==> src/rtl/bno085_spi_arbiter.sv <==
// bno085_spi_arbiter
// Shares one byte-oriented SPI master between two BNO085 sensor controllers.
// The arbiter owns both chip selects, grants the bus round-robin once per
// transaction, routes byte start/done handshakes between the owning client
// and the master, enforces chip-select setup/hold spacing and forcibly
// releases a client that stops talking (watchdog).
//
// Optional build macro: ARB_INT_PRIORITY_EN
//   When defined, an extra input int_n_i[1:0] (active-low sensor data-ready)
//   breaks a simultaneous-request tie in favour of the client whose sensor
//   is signalling data-ready. When undefined, arbitration is pure
//   round-robin and the port does not exist.
//
// Client 0 drives chip select bit 0 (sensor1), client 1 drives bit 1.

module bno085_spi_arbiter #(
  parameter int unsigned CS_SETUP       = 4,
  parameter int unsigned CS_HOLD        = 4,
  parameter int unsigned TIMEOUT_CYCLES = 65535
) (
  input  logic        clk,
  input  logic        rst_n,
  input  logic [1:0]  req_i,
  output logic [1:0]  grant_o,
  input  logic [15:0] tx_byte_i,
  input  logic [1:0]  start_i,
  output logic [1:0]  byte_done_o,
  output logic [7:0]  rx_byte_o,
  output logic        m_start_o,
  output logic [7:0]  m_tx_byte_o,
  input  logic        m_done_i,
  input  logic [7:0]  m_rx_byte_i,
`ifdef ARB_INT_PRIORITY_EN
  input  logic [1:0]  int_n_i,
`endif
  output logic [1:0]  cs_n_o,
  output logic        busy_o,
  output logic        timeout_err_o,
  output logic        err_sticky_o
);

  typedef enum logic [1:0] {
    IDLE    = 2'd0,
    SETUP   = 2'd1,
    GRANTED = 2'd2,
    HOLD    = 2'd3
  } state_t;

  // Terminal counts; each counter stops at its terminal value and the state
  // changes there, so neither counter can ever wrap.
  localparam logic [7:0]  SETUP_LAST = 8'(CS_SETUP - 1);
  localparam logic [7:0]  HOLD_LAST  = 8'(CS_HOLD - 1);
  localparam logic [15:0] WDT_LAST   = 16'(TIMEOUT_CYCLES - 1);

  state_t      state_q;
  logic        owner_q;
  logic        last_grant_q;
  logic [7:0]  cnt_q;
  logic [15:0] wdt_q;
  logic        in_flight_q;
  logic [1:0]  grant_q;
  logic [1:0]  cs_n_q;
  logic        m_start_q;
  logic [7:0]  m_tx_byte_q;
  logic [1:0]  byte_done_q;
  logic [7:0]  rx_byte_q;
  logic        busy_q;
  logic        timeout_err_q;
  logic        err_sticky_q;

  logic        pick_d;
  logic        owner_req;
  logic        owner_start;
  logic [7:0]  owner_tx;
  logic [1:0]  owner_onehot;
  logic        accept_start;
  logic        accept_done;

  // Arbitration choice for the IDLE cycle: a lone requester wins outright,
  // a tie goes to the client that did not own the bus last time (optionally
  // overridden by a single pending sensor data-ready).
  always_comb begin
    pick_d = 1'b0;
    if (req_i == 2'b11) begin
      pick_d = ~last_grant_q;
`ifdef ARB_INT_PRIORITY_EN
      if (int_n_i == 2'b10) begin
        pick_d = 1'b0;
      end else if (int_n_i == 2'b01) begin
        pick_d = 1'b1;
      end
`endif
    end else if (req_i[1]) begin
      pick_d = 1'b1;
    end
  end

  // Views of the current owner's request, start and transmit byte, plus the
  // byte-level handshake qualifiers used while GRANTED.
  always_comb begin
    owner_req    = req_i[owner_q];
    owner_start  = start_i[owner_q];
    owner_tx     = owner_q ? tx_byte_i[15:8] : tx_byte_i[7:0];
    owner_onehot = owner_q ? 2'b10 : 2'b01;
    accept_start = owner_start && !in_flight_q;
    accept_done  = m_done_i && in_flight_q;
  end

  // Arbiter FSM with all outputs registered; pulses default low every cycle.
  // Leaving a transaction always passes through HOLD, which raises both chip
  // selects, clears the in-flight byte and remembers the owner for
  // round-robin. HOLD lasts CS_HOLD cycles and is followed by one IDLE
  // arbitration cycle in which cs_n is also still high.
  always_ff @(posedge clk or negedge rst_n) begin
    if (!rst_n) begin
      state_q       <= IDLE;
      owner_q       <= 1'b0;
      last_grant_q  <= 1'b1;
      cnt_q         <= 8'd0;
      wdt_q         <= 16'd0;
      in_flight_q   <= 1'b0;
      grant_q       <= 2'b00;
      cs_n_q        <= 2'b11;
      m_start_q     <= 1'b0;
      m_tx_byte_q   <= 8'd0;
      byte_done_q   <= 2'b00;
      rx_byte_q     <= 8'd0;
      busy_q        <= 1'b0;
      timeout_err_q <= 1'b0;
      err_sticky_q  <= 1'b0;
    end else begin
      m_start_q     <= 1'b0;
      byte_done_q   <= 2'b00;
      timeout_err_q <= 1'b0;

      case (state_q)
        IDLE: begin
          if (|req_i) begin
            owner_q <= pick_d;
            cs_n_q  <= pick_d ? 2'b01 : 2'b10;
            cnt_q   <= 8'd0;
            busy_q  <= 1'b1;
            state_q <= SETUP;
          end
        end

        SETUP: begin
          if (!owner_req) begin
            state_q      <= HOLD;
            grant_q      <= 2'b00;
            cs_n_q       <= 2'b11;
            last_grant_q <= owner_q;
            in_flight_q  <= 1'b0;
            cnt_q        <= 8'd0;
          end else if (cnt_q == SETUP_LAST) begin
            state_q     <= GRANTED;
            grant_q     <= owner_onehot;
            wdt_q       <= 16'd0;
            in_flight_q <= 1'b0;
          end else begin
            cnt_q <= cnt_q + 8'd1;
          end
        end

        GRANTED: begin
          if (accept_start) begin
            m_tx_byte_q <= owner_tx;
            m_start_q   <= 1'b1;
            in_flight_q <= 1'b1;
            wdt_q       <= 16'd0;
          end else if (accept_done) begin
            rx_byte_q   <= m_rx_byte_i;
            byte_done_q <= owner_onehot;
            in_flight_q <= 1'b0;
            wdt_q       <= 16'd0;
          end else if (!owner_req && !in_flight_q) begin
            state_q      <= HOLD;
            grant_q      <= 2'b00;
            cs_n_q       <= 2'b11;
            last_grant_q <= owner_q;
            in_flight_q  <= 1'b0;
            cnt_q        <= 8'd0;
          end else if (m_done_i) begin
            wdt_q <= 16'd0;
          end else if (wdt_q == WDT_LAST) begin
            state_q       <= HOLD;
            grant_q       <= 2'b00;
            cs_n_q        <= 2'b11;
            last_grant_q  <= owner_q;
            in_flight_q   <= 1'b0;
            cnt_q         <= 8'd0;
            timeout_err_q <= 1'b1;
            err_sticky_q  <= 1'b1;
          end else begin
            wdt_q <= wdt_q + 16'd1;
          end
        end

        HOLD: begin
          if (cnt_q == HOLD_LAST) begin
            state_q <= IDLE;
            busy_q  <= 1'b0;
          end else begin
            cnt_q <= cnt_q + 8'd1;
          end
        end

        default: begin
          state_q <= IDLE;
          grant_q <= 2'b00;
          cs_n_q  <= 2'b11;
          busy_q  <= 1'b0;
        end
      endcase
    end
  end

  assign grant_o       = grant_q;
  assign cs_n_o        = cs_n_q;
  assign m_start_o     = m_start_q;
  assign m_tx_byte_o   = m_tx_byte_q;
  assign byte_done_o   = byte_done_q;
  assign rx_byte_o     = rx_byte_q;
  assign busy_o        = busy_q;
  assign timeout_err_o = timeout_err_q;
  assign err_sticky_o  = err_sticky_q;

endmodule
==> config.mk <==
export PLATFORM = sky130hd
export DESIGN_NAME = bno085_spi_arbiter
export DESIGN_NICKNAME = d
export VERILOG_FILES = /design/src/rtl/bno085_spi_arbiter.sv
export SDC_FILE = /design/constraint.sdc
export NUM_CORES = 1
export LEC_CHECK = 0
export CAP_MARGIN = 20
export CORE_UTILIZATION = 30
export DETAILED_ROUTE_END_ITERATION = 7
export PLACE_DENSITY = 0.58
export SYNTH_ARGS = -nofsm -noshare
export SYNTH_HDL_FRONTEND = slang
export SYNTH_SLANG_ARGS = --single-unit
==> constraint.sdc <==
create_clock -name clk -period 2.58 [get_ports clk]
set_input_delay 0.258 -clock clk [delete_from_list [all_inputs] [get_ports clk]]
set_output_delay 0.258 -clock clk [all_outputs]
set_load 0.05 [all_outputs]
[After elaboration in Yosys (flattened, before gate mapping)]
Cells that the tools add are included.
W data, S select, Z words.
Storage, ports and cells
  flip-flop bits (word level): 55
  input bits: 31
  output and inout port bits: 26
  logic and storage cells: 140
Cells by class
  add/sub/neg operators: 2
  order comparisons: 1
  equality and inequality tests: 20
  muxes and demuxes: 75
  bitwise logic cells: 5
  reduce and logical (&&, ||, !) cells: 22
Operators by type and width (count)
  $mux W16: 7
  $mux W8: 9
  $mux W2: 23
  $pmux W16 S2: 1
  $pmux W8 S4: 1
  $mux W1: 28
  $reduce_and A6 Y1: 3
  $add A16 B1 Y16 const B: 1
  $eq A16 B16 Y1 const B: 1
  $ne A5 B5 Y1 const B: 3
  $ne A2 B2 Y1 const B: 7
  $reduce_and A7 Y1: 2
  $reduce_and A5 Y1: 2
  $ne A3 B3 Y1 const B: 3
  $add A8 B1 Y8 const B: 1
  $eq A8 B2 Y1 const B: 1
  $pmux W2 S4: 1
  $eq A2 B2 Y1 const B: 3
  $pmux W1 S2: 3
  $pmux W2 S3: 1
  $reduce_and A3 Y1: 2
  $not A1 Y1: 5
  $ne A4 B4 Y1 const B: 1
  $pmux W2 S2: 1
  10 further kinds: 15

[Longest topological paths before layout]
  depth in word-level cells: 8
  depth in mapped cells: 8

[Worst setup path after synthesis]
No wires, ideal clock.
  kind: register to register
  start point: reg wdt_q[0]
  end point: reg cnt_q[7]
  library setup time: 0.104 ns
  arrival time: 2.417 ns
  setup slack: 0.060 ns
  stages on the path, launching flop included: 9
  path buffers: 1
  period minus slack after synthesis: 2.520 ns
  cell sequence: dfrtp_1 -> inv_1 -> ha_1 -> nand4_1 -> or4_4 -> o221a_4 -> or4_1 -> buf_2 -> o41ai_2
On the way
  cells in the longest elaborated chain, start to end: 3
RTL lines
  start, declared: line 59  | logic [15:0] wdt_q;
  start signal, assigned: line 195  | wdt_q <= wdt_q + 16'd1;
  $eq A16 B16 Y1: line 185  | end else if (wdt_q == WDT_LAST) begin
  $ne A3 B3 Y1 (no line)
  $reduce_and A5 Y1 (no line)
  end signal, assigned: line 161  | cnt_q <= cnt_q + 8'd1;
  end signal, assigned: line 204  | cnt_q <= cnt_q + 8'd1;
  end, declared: line 58  | logic [7:0] cnt_q;
No other way between the ends.
A chain may end at the register's enable or synchronous reset.

[Worst setup path after layout]
  start point: reg wdt_q[0]
  end point: reg grant_q[0], in the netlist grant_o[0]
On the way
  cells in the longest elaborated chain, start to end: 3
RTL lines
  $eq A16 B16 Y1: line 185
  $ne A3 B3 Y1 (no line)
  $reduce_and A6 Y1 (no line)
  end signal, assigned: line 157  | grant_q <= owner_onehot;
  end, declared: line 61  | logic [1:0] grant_q;
No other way between the ends.

==> flow_summary.yaml <==
sta:
  fmax_mhz: 403
  timing.hold.ws_ns: 0.0405
  post-route-period-util_pct: 96.3
  tightest_slew_ns: 0.721
  setup_slack_ns: 0.0962
  finalHoldViolCount: 0
  maxSlewHeadroom_pct: 52.0
  fin_skew_ns: 0.0124
  finalMaxSlewViolations: 0
  fin_tns_setup_ns: 0
  rsz0062_at_grt: "no"
  finalSetupViolations: 0
  period_needed_ns: 2.48
synth:
  yosysTopAreaCellShare_pct: 43.8
  ys_seq_area_share_pct: 46.5
  yosysTopAreaCell: "dfrtp_1"
  synth_cell_types: 43
  synth-edff-count: 0
  ys_top_cells_by_count: "52 x dfrtp_1, 24 x nor2_1, 24 x o21ai_0"
  ys_ff_latch: 55
  async_flop_share_pct: 100
  netlist_instances: 306
  yosysMostFrequentCell: "dfrtp_1"
  synth_area_leaders: "dfrtp_1 44%, o31ai_1 5.8%, mux2_2 5.7%, o21ai_0 4.0%, mux2i_1 3.4%"
  syn-num-nets: 344
  ys_warn_count: 0
  ys.flop_type: "dfrtp_1"
  syn_avg_cell_area_um2: 9.70
  syn_area_um2: 2970
floorplan:
  die-area_um2: 10300
  ioPinCount: 57
  die_y_um: 101
  core-area_um2: 9420
  start_util_pct: 31.5
  dieWidth_um: 101
  rows: 35
place:
  dp_slack_ns: -0.00897
  place_congestion: 0.838
  io_buffers: 56
  placedCellCount: 506
  hpwlAfterDp_um: 5550
cts:
  cts_buffers: 5
  cts.repair.resized: 1
  cts_tree: "built"
  cts_setup_buffers: 0
  hold_buffers: 0
  cts_max_level: 2
  cts_buffer_depth: 2
  clkTransAtPathRegs_ns: 0.11
  root_buffer: "clkbuf_8"
  cts_sinks: 55
  clk_latency_ns: 0.33
grt:
  antenna_found_initial: 0
  track_usage_pct: 15.6
  grt_pass1_vias: 2610
  grt_max_degree: 56
  grt_overflow: 0
  grt_pass1_wl_um: 12500
run:
  max-cap-violations: 0
finish:
  instances_no_fill: 514
  drive_above_1_share_pct: 17.1
  n_antenna_cell: 0
  fin_nets: 422
  syn_to_final_growth_pct: 33.9
  fillCellCount: 916
pwr:
  irDropWorstVdd_uv: 349
  powerDensity_nw_per_um2: 992
  power.leakage_nw: 1.71
route:
  vias_per_cell: 5.18
  routed-via-count: 2661
  drtIter0Drc: 134
  dr.pass1.iters: 4
  drc: 0
  wire_per_inst_um: 14.7
  drt-total-wl_um: 7560
  ant_nets: 0
worst_setup_path:
  setup.worst_path.class: "register to register"
  rr_worst_depth: 9
  r2r-end: "grant_o[0]"
  rrSetupSlack_ns: 0.1
  startpoint_type: "register"
  crit_required_ns: 2.80
  worstPathMaxFanout: 6
  r2r-start: "wdt_q[0]"
  crit_path_end_kind: "register"
  arrival_ns: 2.71
status:
  outcome: "complete, no violations"
hold_path:
  hp-class: "primary input to async pin"
## per-layer routing
metal | global-route usage (%) | vias up | wire length [µm]
li1 | - | 1305 | -
met1 | 20.3 | 1298 | 3520
met2 | 26.2 | 48 | 3720
met3 | 3.66 | 10 | 242
met4 | 3.90 | 0 | 81
met5 | 0 | - | 0
## layout by cell type (no fill, tap or decap), drive strengths merged, types with 9 or more instances in the layout
cell | netlist | layout
o21ai | 24 | 24
buf | 2 | 32
mux2i | 10 | 10
dfrtp | 52 | 52
a21oi | 16 | 16
mux2 | 15 | 15
clkdlybuf4s50 | 0 | 55
nor2 | 24 | 24
nand2 | 18 | 18
inv | 8 | 9
nand3 | 15 | 15
o31ai | 23 | 23
## worst max path at each step
stage          startpoint  depth (start not counted)         end  slack (ns)
6_report         wdt_q[0]                          9  grant_o[0]         0.1
5_1_grt          wdt_q[0]                          9  grant_o[0]        0.01
4_1_cts          wdt_q[0]                          9  grant_o[0]        0.07
3_5_place_dp     wdt_q[0]                          8    cnt_q[1]      -0.009
3_3_place_gp     wdt_q[0]                          7    cnt_q[7]        0.05
2_1_floorplan    wdt_q[0]                          8    cnt_q[7]        0.06
## power by group
part | switching (mW) | internal, mW | total, mW
clock | 0.320 | 0.293 | 0.613
combinational | 1.26 | 0.851 | 2.12
sequential | 0.137 | 1.08 | 1.22
total | 1.72 | 2.22 | 3.94
## final cells by class
type / instances / area (µm²) / share of cell area (%)
sequential: 55 / 1380 / 34.7
clock buffer: 5 / 68.8 / 1.73
clock inverter: 3 / 46.3 / 1.16
inverter: 8 / 30.0 / 0.755
timing repair buffer: 87 / 788 / 19.8
multi-input combinational: 227 / 1500 / 37.7
tap: 129 / 161 / 4.06
## cells by family (layout without fill, tap and decap cells)
logic type | Yosys count | count (layout) | share of synthesized area, %
and+or+nand+nor | 108 | 108 | 19.0
AOI/OAI and AO/OA | 87 | 87 | 19.4
DFF | 55 | 55 | 46.5
muxes | 25 | 25 | 9.06
buffers and inverters | 24 | 103 | 3.12
adders and majority gates | 7 | 7 | 2.95
## metrics by stage
| stage | utilization (%) | cell area [µm²] | power, mW |
|---|---|---|---|
| floorplan | - | 2970 | 2.60 |
| global placement | 41.0 | 3860 | 3.32 |
| detailed placement | 41.0 | 3860 | 3.35 |
| CTS | 42.2 | 3980 | 3.98 |
| global route | 42.2 | 3980 | 4.20 |
| finish | 42.2 | 3980 | 3.94 |
## critical path: stages (launching register included)
cell     delay (ns)
dfrtp_1        0.39
inv_1          0.06
ha_1           0.17
nand4_1        0.10
or4_4          0.50
o221a_4        0.26
buf_4          0.15
nor4b_1        0.27
buf_4          0.16
mux2_2         0.32
## flip-flops by register name, summed over array words and instances, names as in the netlist
| name | cells |
|---|---|
| busy_o | 1 |
| byte_done_o | 2 |
| cnt_q | 8 |
| cs_n_o | 2 |
| err_sticky_o | 1 |
| grant_o | 2 |
| in_flight_q | 1 |
| last_grant_q | 1 |
| m_start_o | 1 |
| m_tx_byte_o | 8 |
| owner_q | 1 |
| rx_byte_o | 8 |
| state_q | 2 |
| timeout_err_o | 1 |
| wdt_q | 16 |
No activity file was read; power rests on OpenSTA's default activity.
